==> src/rtl/itcm_axi_rd_slave.sv <==
// AXI4 read-only slave serving IFU fetches from a one-cycle-latency ITCM SRAM.
// Define ITCM_RD_SKID_EN for a 2-entry R buffer (1 beat/clk); otherwise a single output register.
module itcm_axi_rd_slave #(
    parameter int                    ADDR_WIDTH     = 32,
    parameter int                    DATA_WIDTH     = 64,
    parameter int                    ID_WIDTH       = 4,
    parameter int                    MEM_DEPTH_LOG2 = 14,
    parameter logic [ADDR_WIDTH-1:0] BASE_ADDR      = '0
) (
    input  logic                      clk,
    input  logic                      rst,
    input  logic [ID_WIDTH-1:0]       S_AXI_ARID,
    input  logic [ADDR_WIDTH-1:0]     S_AXI_ARADDR,
    input  logic [7:0]                S_AXI_ARLEN,
    input  logic [2:0]                S_AXI_ARSIZE,
    input  logic [1:0]                S_AXI_ARBURST,
    input  logic                      S_AXI_ARVALID,
    output logic                      S_AXI_ARREADY,
    output logic [ID_WIDTH-1:0]       S_AXI_RID,
    output logic [DATA_WIDTH-1:0]     S_AXI_RDATA,
    output logic [1:0]                S_AXI_RRESP,
    output logic                      S_AXI_RLAST,
    output logic [3:0]                S_AXI_RUSER,
    output logic                      S_AXI_RVALID,
    input  logic                      S_AXI_RREADY,
    output logic                      mem_req_o,
    output logic [MEM_DEPTH_LOG2-1:0] mem_addr_o,
    input  logic [DATA_WIDTH-1:0]     mem_rdata_i
);

`ifdef ITCM_RD_SKID_EN
    localparam int BUF_DEPTH = 2;
`else
    localparam int BUF_DEPTH = 1;
`endif
    localparam logic [ADDR_WIDTH:0] MEM_BYTES = (ADDR_WIDTH+1)'(1) << (MEM_DEPTH_LOG2 + 3);

    // IDLE: accept AR | BURST: issue beats to SRAM | DRAIN: wait for RLAST handshake
    typedef enum logic [1:0] {IDLE, BURST, DRAIN} state_t;
    state_t state, state_nxt;

    logic [ID_WIDTH-1:0]   id_q;
    logic [ADDR_WIDTH-1:0] addr_q, addr_nxt;
    logic [7:0]            len_q, beat_q;
    logic [2:0]            size_q;
    logic [1:0]            burst_q;
    logic                  err_q;

    logic                  inf_vld, inf_err, inf_last;
    logic [1:0]            buf_cnt;
    logic [DATA_WIDTH-1:0] buf_data [2];
    logic                  buf_err  [2];
    logic                  buf_last [2];

    logic                  ar_hs, ar_err, issue, beat_bad, oor, last_beat;
    logic [ADDR_WIDTH-1:0] off, inc, bnd_mask, ar_align;
    logic                  head_buf, pop, push, wr_idx, r_hs;
    logic [DATA_WIDTH-1:0] head_data;
    logic                  head_err, head_last;

    assign S_AXI_ARREADY = (state == IDLE) && !rst;
    assign ar_hs         = S_AXI_ARVALID && S_AXI_ARREADY;

    always_comb begin
        ar_align = (ADDR_WIDTH'(1) << S_AXI_ARSIZE) - ADDR_WIDTH'(1);
        ar_err   = (S_AXI_ARSIZE > 3'd3) || (S_AXI_ARBURST == 2'b11);
        if (S_AXI_ARBURST == 2'b10) begin
            if (!(S_AXI_ARLEN inside {8'd1, 8'd3, 8'd7, 8'd15}))
                ar_err = 1'b1;
            if ((S_AXI_ARADDR & ar_align) != '0)
                ar_err = 1'b1;
        end
    end

    assign off       = addr_q - BASE_ADDR;
    assign oor       = (addr_q < BASE_ADDR) || ({1'b0, off} >= MEM_BYTES);
    assign beat_bad  = err_q || oor;
    assign last_beat = (beat_q == len_q);
    // credit = free buffer entries minus the read already on its way back
    assign issue     = (state == BURST) && ((int'(buf_cnt) + int'(inf_vld)) < BUF_DEPTH);
    assign mem_req_o  = issue && !beat_bad;
    assign mem_addr_o = mem_req_o ? off[MEM_DEPTH_LOG2+2:3] : '0;

    always_comb begin
        inc      = ADDR_WIDTH'(1) << size_q;
        bnd_mask = ((ADDR_WIDTH'(len_q) + ADDR_WIDTH'(1)) * inc) - ADDR_WIDTH'(1);
        case (burst_q)
            2'b00:   addr_nxt = addr_q;
            2'b10:   addr_nxt = (addr_q & ~bnd_mask) | ((addr_q + inc) & bnd_mask);
            default: addr_nxt = addr_q + inc;
        endcase
    end

    // Head of the R channel: buffered beat first, else the SRAM beat arriving this cycle.
    assign head_buf  = (buf_cnt != 2'd0);
    assign head_data = head_buf ? buf_data[0] : (inf_err ? '0 : mem_rdata_i);
    assign head_err  = head_buf ? buf_err[0]  : inf_err;
    assign head_last = head_buf ? buf_last[0] : inf_last;

    assign S_AXI_RVALID = head_buf || inf_vld;
    assign S_AXI_RDATA  = S_AXI_RVALID ? head_data : '0;
    assign S_AXI_RRESP  = (S_AXI_RVALID && head_err) ? 2'b10 : 2'b00;
    assign S_AXI_RLAST  = S_AXI_RVALID && head_last;
    assign S_AXI_RID    = S_AXI_RVALID ? id_q : '0;
    assign S_AXI_RUSER  = '0;

    assign r_hs   = S_AXI_RVALID && S_AXI_RREADY;
    assign pop    = head_buf && S_AXI_RREADY;
    assign push   = inf_vld && !(!head_buf && S_AXI_RREADY);
    assign wr_idx = (buf_cnt == 2'd2) || ((buf_cnt == 2'd1) && !pop);

    always_comb begin
        state_nxt = state;
        case (state)
            IDLE:    if (ar_hs) state_nxt = BURST;
            BURST:   if (issue && last_beat) state_nxt = DRAIN;
            DRAIN:   if (r_hs && head_last) state_nxt = IDLE;
            default: state_nxt = IDLE;
        endcase
    end

    always_ff @(posedge clk or posedge rst) begin
        if (rst) begin
            state    <= IDLE;
            id_q     <= '0;
            addr_q   <= '0;
            len_q    <= '0;
            size_q   <= '0;
            burst_q  <= '0;
            err_q    <= 1'b0;
            beat_q   <= '0;
            inf_vld  <= 1'b0;
            inf_err  <= 1'b0;
            inf_last <= 1'b0;
        end else begin
            state    <= state_nxt;
            inf_vld  <= issue;
            inf_err  <= beat_bad;
            inf_last <= last_beat;
            if (ar_hs) begin
                id_q    <= S_AXI_ARID;
                addr_q  <= S_AXI_ARADDR;
                len_q   <= S_AXI_ARLEN;
                size_q  <= S_AXI_ARSIZE;
                burst_q <= S_AXI_ARBURST;
                err_q   <= ar_err;
                beat_q  <= '0;
            end else if (issue) begin
                addr_q <= addr_nxt;
                beat_q <= beat_q + 8'd1;
            end
        end
    end

    always_ff @(posedge clk or posedge rst) begin
        if (rst) begin
            buf_cnt <= '0;
            for (int i = 0; i < 2; i++) begin
                buf_data[i] <= '0;
                buf_err[i]  <= 1'b0;
                buf_last[i] <= 1'b0;
            end
        end else begin
            buf_cnt <= buf_cnt + {1'b0, push} - {1'b0, pop};
            if (pop) begin
                buf_data[0] <= buf_data[1];
                buf_err[0]  <= buf_err[1];
                buf_last[0] <= buf_last[1];
            end
            if (push) begin
                buf_data[wr_idx] <= inf_err ? '0 : mem_rdata_i;
                buf_err[wr_idx]  <= inf_err;
                buf_last[wr_idx] <= inf_last;
            end
        end
    end

endmodule

==> config.mk <==
export PLATFORM = sky130hd
export DESIGN_NAME = itcm_axi_rd_slave
export DESIGN_NICKNAME = d
export VERILOG_FILES = /design/src/rtl/itcm_axi_rd_slave.sv
export SDC_FILE = /design/constraint.sdc
export NUM_CORES = 1
export LEC_CHECK = 0
export ABC_AREA = 0
export BUFFER_PORTS_ARGS = -buffer_cell sky130_fd_sc_hd__buf_2
export CORE_MARGIN = 2
export CORE_UTILIZATION = 33
export CTS_BUF_LIST = sky130_fd_sc_hd__clkbuf_4
export CTS_CLUSTER_SIZE = 8
export DETAILED_ROUTE_END_ITERATION = 12
export GPL_ROUTABILITY_DRIVEN = 0
export PLACE_DENSITY = 0.52
export SYNTH_ARGS = -nofsm -noshare
export SYNTH_HDL_FRONTEND = slang
export SYNTH_SLANG_ARGS = --single-unit
==> constraint.sdc <==
create_clock -name clk -period 5.89 [get_ports clk]
set_input_delay 0.8835 -clock clk [delete_from_list [all_inputs] [get_ports clk]]
set_output_delay 0.8835 -clock clk [all_outputs]
set_load 0.02 [all_outputs]
# ---- Word-level counts from Yosys, hierarchy flattened
# Index checks and enable logic that the tools add are counted.
dict set report word_totals {
  reg_bits 197
  input_bits 117
  wordCells 122
}
dict set report classes {
  addsub 8
  n_mul 1
  order_cmp 6
  n_eq_ne 16
  shift 2
  mux 33
  bitwise_logic 6
  n_reduce_logical 32
}
# operator n
set ops {}
lappend ops {{2-to-1 mux 64 bit} 5}
lappend ops {{bitwise mux 128 bit} 1}
lappend ops {{2-to-1 mux 128 bit} 1}
lappend ops {{bitwise AND 32 bit} 3}
lappend ops {{demux 64 bit (select 1 bit)} 1}
lappend ops {{2-to-1 mux 32 bit} 2}
lappend ops {{case mux 32 bit (2 select lines)} 1}
lappend ops {{<< shifter 1 x 3 -> 32 bit, first input constant} 2}
lappend ops {{adder 32 bit} 1}
lappend ops {{greater-or-equal comparator 32 x 18 -> 1 bit, second input constant} 1}
lappend ops {{< comparator 32 x 1 -> 1 bit, second input constant} 1}
lappend ops {{multiplier 9 x 32 -> 32 bit} 1}
lappend ops {{inverter 32 bit} 1}
lappend ops {{OR 32 bit} 1}
lappend ops {{nonzero test 32 bit} 1}
lappend ops {{subtractor 32 x 1 -> 32 bit, second input constant} 1}
lappend ops {{subtractor 32 x 2 -> 32 bit, second input constant} 1}
lappend ops {{2-to-1 mux 8 bit} 2}
lappend ops {{logical AND 1 bit} 14}
lappend ops {{2-to-1 mux 14 bit} 1}
lappend ops {{2-to-1 mux 2 bit} 6}
lappend ops {{== test 2 bit, second input constant} 5}
lappend ops {{adder 8 x 1 -> 9 bit, second input constant} 1}
lappend ops {{adder 8 x 1 -> 8 bit, second input constant} 1}
lappend ops {{other kinds (28)} 49}

# ---- Depth between registers and ports, before layout
# Gate-level depths: netlist (run 1).
dict set report logic_depth {
  depth_word 12
  mapped_depth 26
}

# ---- Worst setup path before layout (run 1)
# OpenSTA, ideal clock, no wires.
dict set report synth_timing {
  kind {register to register}
  start {register size_q[1]}
  end {register with a tool-made name}
  setup_ns 0.121
  arrival_ns 5.979
  t_required_ns 5.769
  path_slack_ns -0.211
  path_stages_with_launch 24
  path_buffers 1
  synth_period_minus_slack_ns 6.101
  cell_sequence {dfrtp_1 -> clkbuf_1 -> nor3b_1 -> nand2_1 -> fa_1 -> inv_1 -> fa_1 -> inv_1 -> fa_1 -> inv_1 -> fa_1 -> inv_1 -> fa_1 -> inv_1 -> ha_1 -> o211ai_1 -> a21oi_1 -> o211ai_1 -> a21boi_1 -> o41a_1 -> or4_1 -> nand3_1 -> a21oi_1 -> o22a_1}
}
# item line
set synth_lines {}
lappend synth_lines {{from (decl)} 45} ;# logic [2:0] size_q;
lappend synth_lines {{from (signal assigned)} 128} ;# size_q <= '0;
lappend synth_lines {{from (signal assigned)} 144} ;# size_q <= S_AXI_ARSIZE;

==> results of run 1 <==
## per-layer routing
metal,part of all wire (%),track usage [%],vias up
li1,-,-,5864
met1,46,26.21,5886
met2,47,30.47,298
met3,4.8,3.275,56
met4,2.5,5.706,2
met5,0.031,0,-
## timing repair
| item | in CTS | in global routing |
|---|---|---|
| hold endpoints to repair | 0 | 0 |
| endpoints found under the setup margin | 16 | 20 |
| gates resized for setup | 23 | 82 |
| pin swaps | 13 | 66 |
| buffers inserted | 10 | 11 |
| cloned | 0 | 1 |
| hold buffers | 0 | 0 |
## report_power, final
part           internal (mW)  leakage (nW)  total (mW)  switching (mW)
combinational           3.28          5.11        7.19            3.91
sequential              1.55          2.65        1.80           0.243
clock                  0.302         0.153       0.798           0.496
## worst register-to-register path: cells and delay by family (launching register included)
kind / cells / cell delay [ns]
buffers and inverters: 5 / 0.22
and+or+nand+nor: 3 / 0.60
adders and majority gates: 7 / 3.00
AOI/OAI and AO/OA: 7 / 1.20
xor gates and xnor gates: 1 / 0.14
DFF: 1 / 0.49
## cell usage in the layout (no fill, tap or decap), types with 9 or more instances in the layout
cell type,count
nor4_1,10
ha_4,14
ha_1,63
mux2_2,65
buf_4,96
and2_1,18
a21oi_1,45
xor2_1,15
inv_1,93
buf_2,203
xnor2_1,34
clkbuf_4,19
a22o_1,66
nor2_1,82
nand2b_1,13
nand4_1,10
dfrtp_1,191
buf_6,9
nand2_1,322
fa_1,46
inv_2,11
nand3_1,20
a21o_1,10
nor3_1,10
o21ai_0,176
## cell type report
cell class / count / area (um2)
clock buffers: 19 / 142.6
fillers: 4124 / 24280
inverters: 106 / 404.1
repair buffers: 309 / 1858
diodes: 3 / 7.507
flip-flops and latches: 197 / 4937
well taps: 532 / 665.6
multi-input cells: 1193 / 8566
clock inverters: 12 / 151.4
## cells by family after synthesis
logic type | synth area share [%]
other | 0.02720
DFF | 35.76
adders and majority gates | 13.90
AOI/OAI and AO/OA | 17.81
buffers and inverters | 5.809
and+or+nand+nor | 17.65
muxes | 5.673
xor gates and xnor gates | 3.367
## how the worst max path moves through the flow
| stage | end | slack (ns) | depth (start not counted) |
|---|---|---|---|
| after floorplan | register | 0.02 | 23 |
| after global placement | register | -0.16 | 24 |
| after detailed placement | register | -0.24 | 24 |
| after CTS | register | 0.002 | 24 |
| after global routing | register | -0.05 | 28 |
| final | register | 0.15 | 23 |
## through the flow
| stage | worst slack (ns) | power, mW |
|---|---|---|
| after floorplan | 0.02307 | 5.646 |
| after global placement | -0.1623 | 7.786 |
| after detailed placement | -0.2442 | 7.807 |
| after CTS | 0.002290 | 8.894 |
| after global routing | -0.04894 | 10.55 |
| final | 0.1527 | 9.787 |
==> reports/qor.csv, run 1 <==
stage,metric,value,unit
run_status,status,"finished, violations left",
run_status,failing checks,"capacitance limit, slew limit",
critical_path,r2r worst-path depth,23,
synth,cell count after synthesis,1585,
pwr,leak pwr,7.911,nW
critical_path,CP Cell Sequence,"ha_4, xor2_2, nand2_1, fa_1, inv_2, fa_1, inv_2, fa_1, inv_2, fa_1, inv_1, fa_1, inv_2, ha_4, o211ai_1, a21oi_2, o211ai_1, a21boi_1, o41a_1, or4_4, nand3_2, a21oi_1, o22a_1",
synth,fraction of registers with async set/reset,100.0,%
synth,"Cell Area, Synth",13790,um2
synth,post-synthesis sequential area ratio,35.76,%
synth,Most used DFF post-synth,dfrtp_1,
drt,Initial DRC Count,844,
clocking,clk slew on worst S/H paths,0.17,ns
floorplan,Core Area,41020,um2
grt,vias in the first global route,11870,
sta,Rel. slew slack,-12.98,%
synth,top post-synthesis cells by area,"dfrtp_1 (36%), nand2_1 (8.9%), ha_1 (7.1%), fa_1 (6.8%), o21ai_0 (6.5%)",
floorplan,Die X,208.4,um
critical_path,FF-to-FF setup slack,0.15,ns
synth,#FFs+latches synth,197,
grt,first-pass GRT wire length,65650,um
drt,Pre-antenna DRT Iters,5,
drt,Post-route DRC,0,
sta,RSZ-0062 raised after global routing,yes,
sta,Min Hold Slack,0.4266,ns
clocking,clock buffer depth,2,
sta,fin crit period,5.737,ns
synth,Yosys top cell by area,dfrtp_1,
run,maxcap violations,1,
pwr,VDD IR max,0.4789,mV
grt,largest net degree at the start of global routing,165,
sta,period utilization,97.41,%
sta,final setup vio count,0,
synth,synth warn,0,
sta,fin. max-slew vios,3,
cells_and_area,Total Nets Final,2066,
grt,initial antenna violation count,5,
floorplan,Die H,208.4,um
synth,number of flops mapped to enable cells by yosys,0,
cells_and_area,Post-Layout Cell Count,2371,
clocking,H-tree levels,4,
placement,Post-DP Area,15770,um2
critical_path,worst path required time,6.43,ns
floorplan,Die Area,43430,um2
clocking,TritonCTS Sinks,197,
synth,top post-synthesis cells by count,"nand2_1 (328), dfrtp_1 (197), o21ai_0 (179), inv_1 (106), nor2_1 (91)",
clocking,CTS tree,yes,
clocking,latest clock arrival within the worst-skew pair,0.62,ns
drt,Vias/cell,5.106,
critical_path,"Max FO, Critical Path",4,
synth,most common cell in the netlist,nand2_1,
sta,post-route setup TNS,0,ns
clocking,Root Driver,clkbuf_4,
clocking,CTS Buf Count,17,
critical_path,Setup crit end kind,register,
floorplan,row count,74,
placement,I/O Buffers,203,
drt,Routed Antenna Nets,0,
synth,post-synth cell types,77,
sta,worst slew pin tran,1.652,ns
critical_path,Worst EP arrival,6.28,ns
drt,wire per inst,17.52,um
sta,clk_skew,0.03056,ns
critical_path,Crit Path Class,register to register,
critical_path,critical path launch point type,register,
synth,Synth top area share,35.76,%
synth,Mean Syn Cell Area,8.698,um2
sta,final hold vios,0,
critical_path,CP max stage delay,0.57,ns
pwr,PD cells,584.9,nW/um2
critical_path,Worst Setup SP,len_q[0]$_DFFE_PP0P_,
drt,DR vias,12110,
cells_and_area,Final Util,40.79,%
sta,Max Clock Freq,0.1743,GHz
floorplan,Starting Density,33.61,%
drt,drt total wl,41540,um
critical_path,slowest cell on the critical path,fa_1,
critical_path,"Top cell by count, worst path",fa_1,
critical_path,CP Buf/Inv Count,5,
cells_and_area,Finished Cell Area,16730,um2
cells_and_area,share of cells above drive strength 1,27.72,%
critical_path,Worst path top cell family by delay,adder cells,
grt,total gr overflow,0,
floorplan,I/O pins,209,
grt,GRT Total Usage,19.00,%
cells_and_area,area delta synth->final,21.37,%
critical_path,worst r2r src,len_q[0]$_DFFE_PP0P_,
placement,Inst Count DP,2315,
worst_hold_path,Worst Hold Class,primary input to async pin,
placement,hpwl dp,29750,um
Power figures use the tool's default switching activity.
==> inputs of run 2 (changes only) <==
--- a/config.mk
+++ b/config.mk
@@ -13,7 +13,6 @@
 export CTS_CLUSTER_SIZE = 8
 export DETAILED_ROUTE_END_ITERATION = 12
 export GPL_ROUTABILITY_DRIVEN = 0
-export PLACE_DENSITY = 0.52
 export SYNTH_ARGS = -nofsm -noshare
 export SYNTH_HDL_FRONTEND = slang
 export SYNTH_SLANG_ARGS = --single-unit
==> run 2 against run 1 <==
Net effect: the flow finishes with violations (DRC); global-route usage fell by 0.37 points; clock power fell by 6.4%; largest cell class unchanged; wire length fell by 2.5%; combinational power fell by 6.8%; first-iteration DRC count rose by 2.0%; worst setup slack improved by 0.014 ns; critical path depth rose by 1; final cell count fell by 0.13%; largest power group unchanged; sequential share of layout area rose by 0.11 points; highest routed layer is now met4.
==> reports/qor.csv, run 2 (same netlist as run 1, synthesis figures left out) <==
stage,metric,value,unit,change
drt,DR vias,12250,,+1.2%
clocking,CTS Buf Count,17,,unchanged
clocking,Hold Buf Count CTS,0,,unchanged
clocking,Root Driver,clkbuf_4,,
critical_path,critical path launch point type,register,,
clocking,clock buffer depth,2,,unchanged
floorplan,Core Area,41020,um2,unchanged
clocking,clk slew on worst S/H paths,0.18,ns,about the same
placement,I/O Buffers,203,,unchanged
critical_path,Setup crit end kind,register,,
grt,GRT Total Usage,18.63,%,-0.37 points
drt,drt total wl,40520,um,-2.5%
grt,first-pass GRT wire length,63960,um,-2.6%
grt,vias in the first global route,11690,,-1.5%
floorplan,Die X,208.4,um,unchanged
sta,clk_skew,0.03675,ns,+0.006188 ns
sta,fin crit period,5.723,ns,-0.01380 ns
sta,Max Clock Freq,0.1747,GHz,+0.24%
floorplan,row count,74,,unchanged
drt,Post-route DRC,2,,+2
floorplan,I/O pins,209,,unchanged
pwr,leak pwr,7.865,nW,-0.58%
critical_path,worst r2r src,len_q[0]$_DFFE_PP0P_,,
critical_path,r2r worst-path depth,24,,+4.3%
sta,period utilization,97.17,%,-0.23 points
pwr,PD cells,555.3,nW/um2,-5.1%
grt,total gr overflow,0,,unchanged
drt,Initial DRC Count,861,,+2.0%
critical_path,Crit Path Class,register to register,,
floorplan,Starting Density,33.61,%,unchanged
run_status,status,"finished, violations left",,
grt,largest net degree at the start of global routing,126,,-24%
critical_path,Worst EP arrival,6.41,ns,+0.13 ns
pwr,VDD IR max,0.5903,mV,+23%
critical_path,FF-to-FF setup slack,0.17,ns,about the same
cells_and_area,Finished Cell Area,16670,um2,-0.37%
drt,Vias/cell,5.174,,+1.3%
cells_and_area,"commonest cells after routing, fill and taps aside","nand2_1 (320), buf_2 (203), dfrtp_1 (191)",,
cells_and_area,Total Nets Final,2062,,-0.19%
placement,hpwl dp,29100,um,-2.2%
clocking,TritonCTS Sinks,197,,unchanged
clocking,H-tree levels,4,,unchanged
clocking,CTS tree,yes,,
floorplan,Die Area,43430,um2,unchanged
clocking,latest clock arrival within the worst-skew pair,0.76,ns,+0.14 ns
cells_and_area,area delta synth->final,20.92,%,
placement,Post-DP Area,15690,um2,-0.52%
drt,wire per inst,17.11,um,-2.3%
worst_hold_path,Worst Hold Class,primary input to async pin,,
sta,worst slew pin tran,1.044,ns,-0.6079 ns
sta,Rel. slew slack,30.14,%,+43 points
cells_and_area,"most common cell after layout, fill and taps aside",nand2_1,,
drt,Routed Antenna Nets,0,,unchanged
critical_path,"Max FO, Critical Path",7,,+3
drt,Pre-antenna DRT Iters,9,,+4
run_status,failing checks,DRC,,
sta,post-route setup TNS,0,ns,unchanged
grt,initial antenna violation count,2,,-3
run,maxcap violations,0,,-1
sta,fin. max-slew vios,0,,-3
cells_and_area,share of cells above drive strength 1,27.77,%,+0.045 points
sta,final setup vio count,0,,unchanged
critical_path,worst path required time,6.58,ns,+0.15 ns
sta,final hold vios,0,,unchanged
floorplan,Die H,208.4,um,unchanged
sta,RSZ-0062 raised after global routing,yes,,
[run 2: worst max-delay path, cell delays in order (launching register included)]
cell	delay [ns]
dfrtp_2	0.48
ha_4	0.20
xor2_2	0.15
nand2_1	0.09
fa_1	0.50
inv_1	0.05
fa_1	0.50
inv_2	0.05
fa_1	0.51
inv_1	0.05
fa_1	0.50
inv_2	0.04
fa_1	0.52
inv_2	0.05
ha_4	0.17
nor3_4	0.20
o21ai_2	0.10
a31oi_4	0.20
o21ai_4	0.09
a2111oi_4	0.41
o31ai_4	0.17
buf_6	0.18
nor4_2	0.26
a21oi_1	0.07
o21ai_1	0.13
[run 2: worst max-delay path by stage]
stage	slack [ns]	to	start
global placement	-0.02	register	len_q[0]$_DFFE_PP0P_
global route	-0.05	register	len_q[0]$_DFFE_PP0P_
detailed placement	-0.10	register	len_q[0]$_DFFE_PP0P_
CTS	0.002	register	len_q[0]$_DFFE_PP0P_
finish	0.17	register	len_q[0]$_DFFE_PP0P_
floorplan	0.02	register	size_q[1]$_DFFE_PP0P_
[run 2: layout make-up]
type	instances	area, um2
Antenna cell	3	7.507
Sequential cell	197	4937
Fill cell	4089	24350
Timing Repair Buffer	306	1832
Clock inverter	15	142.6
Inverter	106	401.6
Multi-Input combinational cell	1192	8556
Tap cell	532	665.6
Clock buffer	17	127.6
[run 2: layer usage]
layer  vias to the layer above  global-route usage (%)  routed length [um]
met5                         -                       0                   0
met4                         0                   5.185                 590
met3                        42                   4.604                2400
met2                       377                   29.36               19100
met1                      5976                   25.40               18430
li1                       5857                       -                   -
[run 2: timing repair]
item | in CTS | in global routing
setup endpoints to repair | 16 | 21
resized for setup | 14 | 94
cloned | 0 | 0
setup buffers | 9 | 20
hold endpoints to repair | 0 | 0
pin swaps | 3 | 55
[run 2: power by group]
| part | leakage [nW] | switching (mW) | total, mW | internal [mW] |
|---|---|---|---|---|
| clock | 0.136 | 0.565 | 0.747 | 0.183 |
| sequential | 2.65 | 0.258 | 1.81 | 1.55 |
| combinational | 5.08 | 3.65 | 6.70 | 3.04 |
[run 2: metrics by stage]
step	power, mW	util, %	hold WS [ns]	std cells	worst slack [ns]
3_5_place_dp	7.338	38.24	0.4585	2304	-0.1050
2_1_floorplan	5.646	-	0.4379	1589	0.02307
4_1_cts	8.252	39.24	0.1967	2345	0.001568
6_report	9.256	40.64	0.2714	2368	0.1665
3_3_place_gp	7.326	38.24	0.4517	2304	-0.02270
5_1_grt	10.03	40.64	0.2342	2367	-0.04625
==> inputs of run 3 (changes only) <==
--- a/config.mk
+++ b/config.mk
@@ -7,12 +7,13 @@
 export LEC_CHECK = 0
 export ABC_AREA = 0
 export BUFFER_PORTS_ARGS = -buffer_cell sky130_fd_sc_hd__buf_2
-export CORE_MARGIN = 2
+export CORE_MARGIN = 10
 export CORE_UTILIZATION = 33
 export CTS_BUF_LIST = sky130_fd_sc_hd__clkbuf_4
 export CTS_CLUSTER_SIZE = 8
 export DETAILED_ROUTE_END_ITERATION = 12
 export GPL_ROUTABILITY_DRIVEN = 0
+export GPL_TIMING_DRIVEN = 0
 export SYNTH_ARGS = -nofsm -noshare
 export SYNTH_HDL_FRONTEND = slang
 export SYNTH_SLANG_ARGS = --single-unit
==> constraint.sdc (replaced) <==
create_clock -name clk -period 6.62 [get_ports clk]
set_input_delay 0.993 -clock clk [delete_from_list [all_inputs] [get_ports clk]]
set_output_delay 0.993 -clock clk [all_outputs]
set_load 0.02 [all_outputs]
==> run 3 against run 2 <==
Net effect: the run now ends clean; core utilization shrank 1.6 points; clock-buffer cell count grew 1; maximum frequency shrank 10%; total power shrank 22%; highest routed layer unchanged.
==> reports/qor.csv, run 3 (same netlist as run 1, synthesis figures left out) <==
stage,metric,value,unit,change
pwr,PD cells,448.7,nW/um2,-19%
run_status,status,"complete, no violations",,
drt,drt total wl,44060,um,+8.7%
sta,clk_skew,0.02779,ns,-0.008961 ns
critical_path,worst path required time,7.19,ns,+0.61 ns
clocking,latest clock arrival within the worst-skew pair,0.67,ns,-0.09 ns
pwr,leak pwr,7.605,nW,-3.3%
critical_path,critical path launch point type,register,,
cells_and_area,"most common cell after layout, fill and taps aside",nand2_1,,
critical_path,Worst path top cell family by delay,adder cells,,
sta,RSZ-0062 raised after global routing,yes,,
critical_path,Crit Path Class,register to register,,
cells_and_area,area delta synth->final,16.32,%,
run,maxcap violations,0,,unchanged
pwr,VDD IR max,0.3826,mV,-35%
pwr,Clock power frac,11.6,%,+3.5 points
sta,worst slew pin tran,1.229,ns,+0.1849 ns
cells_and_area,Sequential Area,4935,um2,about the same
grt,total gr overflow,0,,unchanged
clocking,clock buffer depth,2,,unchanged
drt,Routed Antenna Nets,0,,unchanged
pwr,P_int,3.645,mW,-24%
sta,period utilization,96.52,%,-0.65 points
clocking,Hold Buf Count CTS,0,,unchanged
floorplan,Core Area,41110,um2,+0.23%
cells_and_area,share of cells above drive strength 1,20.11,%,-7.7 points
grt,vias in the first global route,12190,,+4.3%
critical_path,Worst EP arrival,6.96,ns,+0.55 ns
critical_path,CP Buf/Inv Count,7,,+1
critical_path,Worst Setup SP,size_q[0]$_DFFE_PP0P_,,
floorplan,row count,74,,unchanged
cells_and_area,Fill cells,4205,,+2.8%
sta,final hold vios,0,,unchanged
floorplan,Die H,224.4,um,+7.7%
grt,initial antenna violation count,1,,-1
drt,Initial DRC Count,1000,,+16%
grt,GRT Total Usage,17.28,%,-1.4 points
critical_path,WP depth,25,,+4.2%
sta,post-route setup slack,0.2303,ns,+0.06380 ns
sta,final setup vio count,0,,unchanged
drt,DR vias,12400,,+1.2%
clocking,CTS Buf Count,17,,unchanged
sta,Rel. slew slack,15.95,%,-14 points
cells_and_area,"commonest cells after routing, fill and taps aside","nand2_1 (328), buf_2 (209), dfrtp_1 (193)",,
pwr,Sw Ratio,49.34,%,+0.98 points
floorplan,I/O pins,209,,unchanged
grt,largest net degree at the start of global routing,118,,-6.3%
placement,DP Worst Slack,-0.1460,ns,-0.04100 ns
sta,Max Clock Freq,0.1565,GHz,-10%
clocking,clk slew on worst S/H paths,0.18,ns,about the same
sta,Min Hold Slack,0.4081,ns,+0.1368 ns
pwr,net switching power,3.550,mW,-21%
clocking,CTS tree,yes,,
worst_hold_path,Worst Hold Class,primary input to async pin,,
drt,Pre-antenna DRT Iters,5,,-4
drt,wire per inst,18.64,um,+9.0%
floorplan,Starting Density,33.53,%,-0.076 points
cells_and_area,area taken by multi-input logic gates,8164,um2,-4.6%
floorplan,Die Area,50350,um2,+16%
sta,fin crit period,6.390,ns,+0.6662 ns
critical_path,Setup crit end kind,register,,
drt,Vias/cell,5.246,,+1.4%
clocking,TritonCTS Sinks,197,,unchanged
critical_path,FF-to-FF setup slack,0.23,ns,+0.06 ns
pwr,Comb power frac,66.4,%,-5.9 points
cells_and_area,Total Nets Final,2060,,-0.097%
grt,first-pass GRT wire length,69890,um,+9.3%
critical_path,worst r2r src,size_q[0]$_DFFE_PP0P_,,
critical_path,CP max stage delay,0.53,ns,about the same
sta,fin. max-slew vios,0,,unchanged
placement,hpwl dp,34110,um,+17%
floorplan,Die X,224.4,um,+7.7%
placement,I/O Buffers,201,,-0.99%
clocking,Root Driver,clkbuf_4,,
clocking,H-tree levels,4,,unchanged
critical_path,r2r worst-path depth,25,,+4.2%
critical_path,"Max FO, Critical Path",9,,+2
critical_path,slowest cell on the critical path,fa_1,,
pwr,Seq pwr share,22.0,%,+2.4 points
drt,Post-route DRC,0,,-2
[run 3: how the worst min path moves through the flow]
stage,slack [ns],from,cells past startpoint,to
final,0.41,rst,2,inf_err$_DFF_PP0_
after detailed placement,0.46,id_q[1]$_DFFE_PP0P_,2,id_q[1]$_DFFE_PP0P_
after global placement,0.45,id_q[1]$_DFFE_PP0P_,2,id_q[1]$_DFFE_PP0P_
after CTS,0.41,rst,2,async pin
after floorplan,0.44,id_q[0]$_DFFE_PP0P_,2,id_q[0]$_DFFE_PP0P_
after global routing,0.41,rst,2,inf_err$_DFF_PP0_
[run 3: per-layer routing]
metal  wire length, um  track usage (%)  vias to the layer above
met5                 0                0                        -
met4               438            3.312                        0
met3              2404            3.045                       27
met2             21490            29.43                      362
met1             19720            22.61                     6153
li1                  -                -                     5854
[run 3: cell type report]
| class | instances | area share (%) |
|---|---|---|
| Buffer | 93 | 2.512 |
| Sequential cell | 197 | 30.77 |
| Tap cell | 532 | 4.151 |
| Clock inverter | 13 | 1.420 |
| Timing Repair Buffer | 210 | 6.820 |
| Antenna cell | 1 | 0.01561 |
| Inverter | 106 | 2.551 |
| Clock buffer | 18 | 0.8427 |
| Multi-Input combinational cell | 1193 | 50.91 |
[run 3: stage by stage]
step                util, %  power (mW)  setup TNS [ns]  instance area, um2  std cells
floorplan                 -       5.022               0               13800       1589
global placement      37.64       6.100         -493.84               15470       2322
detailed placement    37.73       6.169         -0.5208               15510       2323
CTS                   38.63       7.055               0               15880       2353
global route          39.01       7.866        -0.04310               16040       2363
finish                39.01       7.195               0               16040       2363
[run 3: power groups by stage]
stage,sequential [mW],clock (mW),combinational [mW]
finish,1.58,0.832,4.78
CTS,1.58,0.855,4.62
global route,1.61,0.900,5.35
detailed placement,1.59,0,4.58
floorplan,1.54,0,3.49
global placement,1.59,0,4.51
[run 3: worst reg2reg max path: cells and delay by family (launching register included)]
kind            cells  cell delay (ns)
buf+inv             7             0.60
fa+ha+maj           6             2.88
compound gates      7             1.33
simple gates        5             1.14
flops               1             0.36
[run 3: what timing repair did]
item | CTS | global route
resized for setup | 2 | 22
gates cloned | 0 | 1
setup buffers | 0 | 8
pin swaps | 0 | 6
setup endpoints to repair | 14 | 17
